--- src/rtl/seg7_scan_pkg.sv ---
// seg7_scan shared types and constants.
// Digit count, segment width, blank patterns.
package seg7_scan_pkg;

  localparam int NUM_DIGITS = 4;
  localparam int SEG_W      = 7;
  localparam int VAL_W      = 4 * NUM_DIGITS;

  localparam logic [SEG_W-1:0] SEG_OFF = 7'h7F;
  localparam logic [NUM_DIGITS-1:0] AN_OFF = 4'hF;

  typedef enum logic {
    PH_BLANK,
    PH_SHOW
  } phase_e;

  typedef struct packed {
    logic [VAL_W-1:0]      value;
    logic [NUM_DIGITS-1:0] dp;
    logic                  lz;
  } frame_t;

endpackage

--- src/rtl/seg7_scan_hex_to_seg7.sv ---
// Hex nibble to active-low 7-segment pattern.
// seg[0]=a ... seg[6]=g.
module hex_to_seg7
  import seg7_scan_pkg::*;
(
  input  logic [3:0]       hex,
  output logic [SEG_W-1:0] seg
);

  // Pure lookup, active-low segments
  always_comb begin
    seg = SEG_OFF;
    unique case (hex)
      4'h0: seg = 7'h40;
      4'h1: seg = 7'h79;
      4'h2: seg = 7'h24;
      4'h3: seg = 7'h30;
      4'h4: seg = 7'h19;
      4'h5: seg = 7'h12;
      4'h6: seg = 7'h02;
      4'h7: seg = 7'h78;
      4'h8: seg = 7'h00;
      4'h9: seg = 7'h10;
      4'hA: seg = 7'h08;
      4'hB: seg = 7'h03;
      4'hC: seg = 7'h46;
      4'hD: seg = 7'h21;
      4'hE: seg = 7'h06;
      4'hF: seg = 7'h0E;
    endcase
  end

endmodule

--- src/rtl/seg7_scan.sv ---
// Four-digit multiplexed 7-segment scanner.
// Frame-latched inputs, blanking, LZ suppress.
module seg7_scan
  import seg7_scan_pkg::*;
#(
  parameter int REFRESH_BITS = 17,
  parameter int BLANK_CYCLES = 64
) (
  input  logic                  CLK,
  input  logic                  RESET,
  input  logic                  enable,
  input  logic [VAL_W-1:0]      value,
  input  logic [NUM_DIGITS-1:0] dp_in,
  input  logic                  blank_lz,
  output logic [NUM_DIGITS-1:0] AN,
  output logic [SEG_W-1:0]      SEG,
  output logic                  DP,
  output logic                  frame_start
);

  localparam logic [REFRESH_BITS-1:0] CNT_MAX = '1;

  logic [REFRESH_BITS-1:0] cnt;
  logic [1:0]              dig;
  logic                    run;
  logic                    wrap;
  logic                    load_frame;
  frame_t                  shadow;
  frame_t                  frame_in;
  frame_t                  frame_use;
  phase_e                  phase;
  logic [3:0]              nib;
  logic [SEG_W-1:0]        seg_hex;
  logic [NUM_DIGITS-1:0]   lz_mask;

  assign frame_in = {value, dp_in, blank_lz};
  assign wrap     = (cnt == CNT_MAX);

  // A fresh start shows the inputs at once;
  // otherwise the latched frame is used.
  assign load_frame = enable &&
    (!run || (wrap && dig == 2'd3));
  assign frame_use = run ? shadow : frame_in;

  generate
    if (BLANK_CYCLES == 0) begin : g_noblank
      assign phase = PH_SHOW;
    end else begin : g_blank
      localparam logic [REFRESH_BITS-1:0]
        BLANK_N = REFRESH_BITS'(BLANK_CYCLES);
      assign phase = (cnt < BLANK_N) ?
        PH_BLANK : PH_SHOW;
    end
  endgenerate

  // Digits blanked while all higher ones are zero
  always_comb begin
    lz_mask = '0;
    if (frame_use.lz) begin
      lz_mask[3] = (frame_use.value[15:12] == 4'h0);
      lz_mask[2] = lz_mask[3] &&
        (frame_use.value[11:8] == 4'h0);
      lz_mask[1] = lz_mask[2] &&
        (frame_use.value[7:4] == 4'h0);
    end
  end

  assign nib = frame_use.value[{dig, 2'b00} +: 4];

  hex_to_seg7 u_dec (
    .hex (nib),
    .seg (seg_hex)
  );

  // Dwell counter and digit index
  always_ff @(posedge CLK or negedge RESET) begin
    if (!RESET) begin
      cnt <= '0;
      dig <= '0;
      run <= 1'b0;
    end else if (!enable) begin
      cnt <= '0;
      dig <= '0;
      run <= 1'b0;
    end else begin
      cnt <= cnt + 1'b1;
      run <= 1'b1;
      if (wrap) dig <= dig + 1'b1;
    end
  end

  // Frame shadow registers
  always_ff @(posedge CLK or negedge RESET) begin
    if (!RESET) begin
      shadow <= '0;
    end else if (load_frame) begin
      shadow <= frame_in;
    end
  end

  // Registered display drive
  always_ff @(posedge CLK or negedge RESET) begin
    if (!RESET) begin
      AN          <= AN_OFF;
      SEG         <= SEG_OFF;
      DP          <= 1'b1;
      frame_start <= 1'b0;
    end else if (!enable) begin
      AN          <= AN_OFF;
      SEG         <= SEG_OFF;
      DP          <= 1'b1;
      frame_start <= 1'b0;
    end else begin
      frame_start <= (dig == 2'd0) &&
        (cnt == '0);
      if (phase == PH_BLANK) begin
        AN  <= AN_OFF;
        SEG <= SEG_OFF;
        DP  <= 1'b1;
      end else begin
        AN  <= ~(4'b0001 << dig);
        SEG <= lz_mask[dig] ? SEG_OFF : seg_hex;
        DP  <= ~frame_use.dp[dig];
      end
    end
  end

endmodule

--- config.mk ---
export PLATFORM = sky130hd
export DESIGN_NAME = seg7_scan
export DESIGN_NICKNAME = d
export VERILOG_FILES = /design/src/rtl/seg7_scan_pkg.sv /design/src/rtl/seg7_scan_hex_to_seg7.sv /design/src/rtl/seg7_scan.sv
export SDC_FILE = /design/constraint.sdc
export NUM_CORES = 1
export LEC_CHECK = 0
export CAP_MARGIN = 20
export CORE_MARGIN = 2
export CORE_UTILIZATION = 30
export DETAILED_ROUTE_END_ITERATION = 12
export PLACE_DENSITY = 0.54
export SYNTH_ARGS = -nofsm -noshare
export SYNTH_HDL_FRONTEND = slang
export SYNTH_HIERARCHICAL = 1
export SYNTH_SLANG_ARGS = --single-unit
--- constraint.sdc ---
create_clock -name CLK -period 3.25 [get_ports CLK]
set_clock_uncertainty 0.1 [all_clocks]
set_input_delay 0.975 -clock CLK [delete_from_list [all_inputs] [get_ports CLK]]
set_output_delay 0.975 -clock CLK [all_outputs]
set_load 0.05 [all_outputs]
==> metrics.cfg <==
[die]
io_pins=37
core_area_sq_mm=0.00973
dieArea_sq_mm=0.0108
num_rows=36
dieHeight_um=104
die-width_um=104
start_util=0.306

[timing]
post-route-period-util=0.891
setup_viol=0
maxSlewHeadroom=0.505
fmax_mhz=345
hold_violations=0
worst_slew_pin_slew_ns=0.743
drv_slew=0
finalSetupTns_ns=0
rsz0062_at_grt=no
fin_crit_ns=2.89
whs_ns=0.365

[finish]
fin_util=0.373
drive_above_1_share=0.217
nets=341
diodes=0
area_delta_synth_final_pct=21.8
fin_area_sq_mm=0.00363
final_common_cell=dfrtp_1
nFillCells=1007
layout_common_cells=dfrtp_1, clkdlybuf4s50_1, nand2_1, mux2_2, and2_1

[critical_path]
regToRegEndpoint=SEG[3]
r2r_slack_ns=0.49
worstSetupStartpoint=value[13]
path_max_fanout=4
critPathRequiredTime_ns=3.38
r2r_cells=8
crit_type=input pin to register
critPathLaunchType=input pin
endpoint_kind=register
crit-reg2reg-launch=run
cp_data_arrival_time_ns=3.03

[route]
vias_per_cell=4.69
wl_per_cell_um=13.8
drt_iter0_drc=63
routed_wl_um=6030
drtAntennaViolNets=0
dr.pass1.iters=4
drc=0
vias=2048

[placed_design]
io_buffer_count=36
place_area_sq_mm=0.00353
place_congestion=0.780
hpwlAfterDp_um=4340

[logic_synthesis]
ys_seq_area_frac=0.458
synthFlopType=dfrtp_1
syn_nets=296
synth.area.mux_share=0.185
synth_top_family_by_area=simple AND/OR/NAND/NOR gates
async_flop_share=1.00
synth_compound_area_frac=0.0428
post-synth-top-area-fraction=0.352
yosysWarnings=6
synthAdderAreaFrac=0.0587
yosysTopAreaCell=dfrtp_1
synthSimpleGateAreaFrac=0.190
synth_edf_count=0
synth_xor_area_frac=0.0294
synth_area_leaders=dfrtp_1, dfstp_2, mux2_2
netlist_instances=258
netlist_area_sq_mm=0.00298
avgSynthCellArea_sq_um=11.6
synth_cell_types=44
ys_seq_elements=54

[grt]
track_usage=0.120
grt_pass1_vias=2134
grt_max_degree=49
grt-ovfl-total=0
antenna_found_initial=0
grt_pass1_wl_um=10600

[cts]
cts_repair_resize_count=0
cts_buffers=5
insertion_delay_ns=0.32
h-tree-depth=2
cts.reportedPaths.clkPinSlew_ns=0.10
clock_path_buffers=2
hold_buffers=0
numClockSinks=54
cts_tree=built
root_buffer=clkbuf_8
cts.repair_timing.setup_buffer_count=0

[flow_run]
maxCapViolations=0

[power]
p_per_area_mw_per_mm2=387
power.internal_uw=1030
vdd_drop_max_mv=0.155
p_leak_uw=0.00150
p_switching_uw=372
swShare=0.265
power_uw=1400
seqPwrFrac=0.531
combPwrFrac=0.175
clock_power_share=0.293

[worst_hold_path]
hold_path_class=input pin to asynchronous set/reset pin

[run_status]
status=finished clean

metrics by stage:
| stage | std cells | setup slack [ns] |
|---|---|---|
| after floorplan | 258 | 0.539 |
| final | 437 | 0.355 |
| after CTS | 437 | 0.371 |
| after global placement | 429 | 0.0747 |
| after global routing | 437 | 0.222 |
| after detailed placement | 429 | 0.0343 |
worst max-delay path, cell delays in order:
cell and delay (ns):
clkdlybuf4s50_1 0.43, mux4_2 0.48, nand2_1 0.08, nand2_1 0.10
inv_1 0.14, ha_1 0.14, inv_1 0.04, mux4_1 0.46
nand3b_1 0.17
power groups by stage:
stage	Combinational [uW]	Sequential, uW	Clock (uW)
after floorplan	160	751	0
after global placement	246	758	0
after detailed placement	248	759	0
after CTS	249	746	431
after global routing	273	754	455
final	246	747	412
cell usage after synthesis (6+ instances only):
cell       n
mux2i_1    7
and2_1    15
nand3_1    7
mux2_2    21
ha_1      14
dfstp_2   12
nand3b_1   7
dfrtp_1   42
inv_1     11
nand2_1   30
mux4_2     9
nor4_1     6
nor2_1     6
final cells by class:
cell class / count / area, sq um / area share
clock inverters: 2 / 16.3 / 0.00448
multi-input cells: 182 / 1510 / 0.415
well taps: 133 / 166 / 0.0458
inverters: 11 / 41.3 / 0.0114
repair buffers: 49 / 453 / 0.125
clock buffers: 6 / 82.6 / 0.0227
flip-flops and latches: 54 / 1370 / 0.376
per-layer routing:
layer / up-vias / track usage / routed length, um
li1: 1003 / - / -
met1: 1002 / 0.171 / 3040
met2: 36 / 0.181 / 2640
met3: 7 / 0.0283 / 259
met4: 0 / 0.0376 / 88
met5: - / 0 / 0
registers in the layout, summed over array words and instances, names as in the netlist:
| signal | flops |
|---|---|
| dig | 2 |
| AN | 4 |
| SEG | 7 |
| DP | 1 |
| shadow | 21 |
| run | 1 |
| cnt | 17 |
| frame_start | 1 |
logic make-up (layout without fill, tap and decap cells):
group | count (synthesis) | in the layout
and+or+nand+nor | 101 | 101
AOI/OAI and AO/OA | 18 | 18
buffers and inverters | 22 | 68
muxes | 39 | 39
DFF | 54 | 54
adders and majority gates | 14 | 14
xor gates and xnor gates | 10 | 10
worst max path at each step:
stage / endpoint / slack (ns)
floorplan: SEG[3] / 0.54
global placement: SEG[3] / 0.07
detailed placement: SEG[3] / 0.03
CTS: SEG[3] / 0.37
global route: SEG[3] / 0.22
finish: SEG[3] / 0.36
No activity file was read; power rests on OpenSTA's default activity.
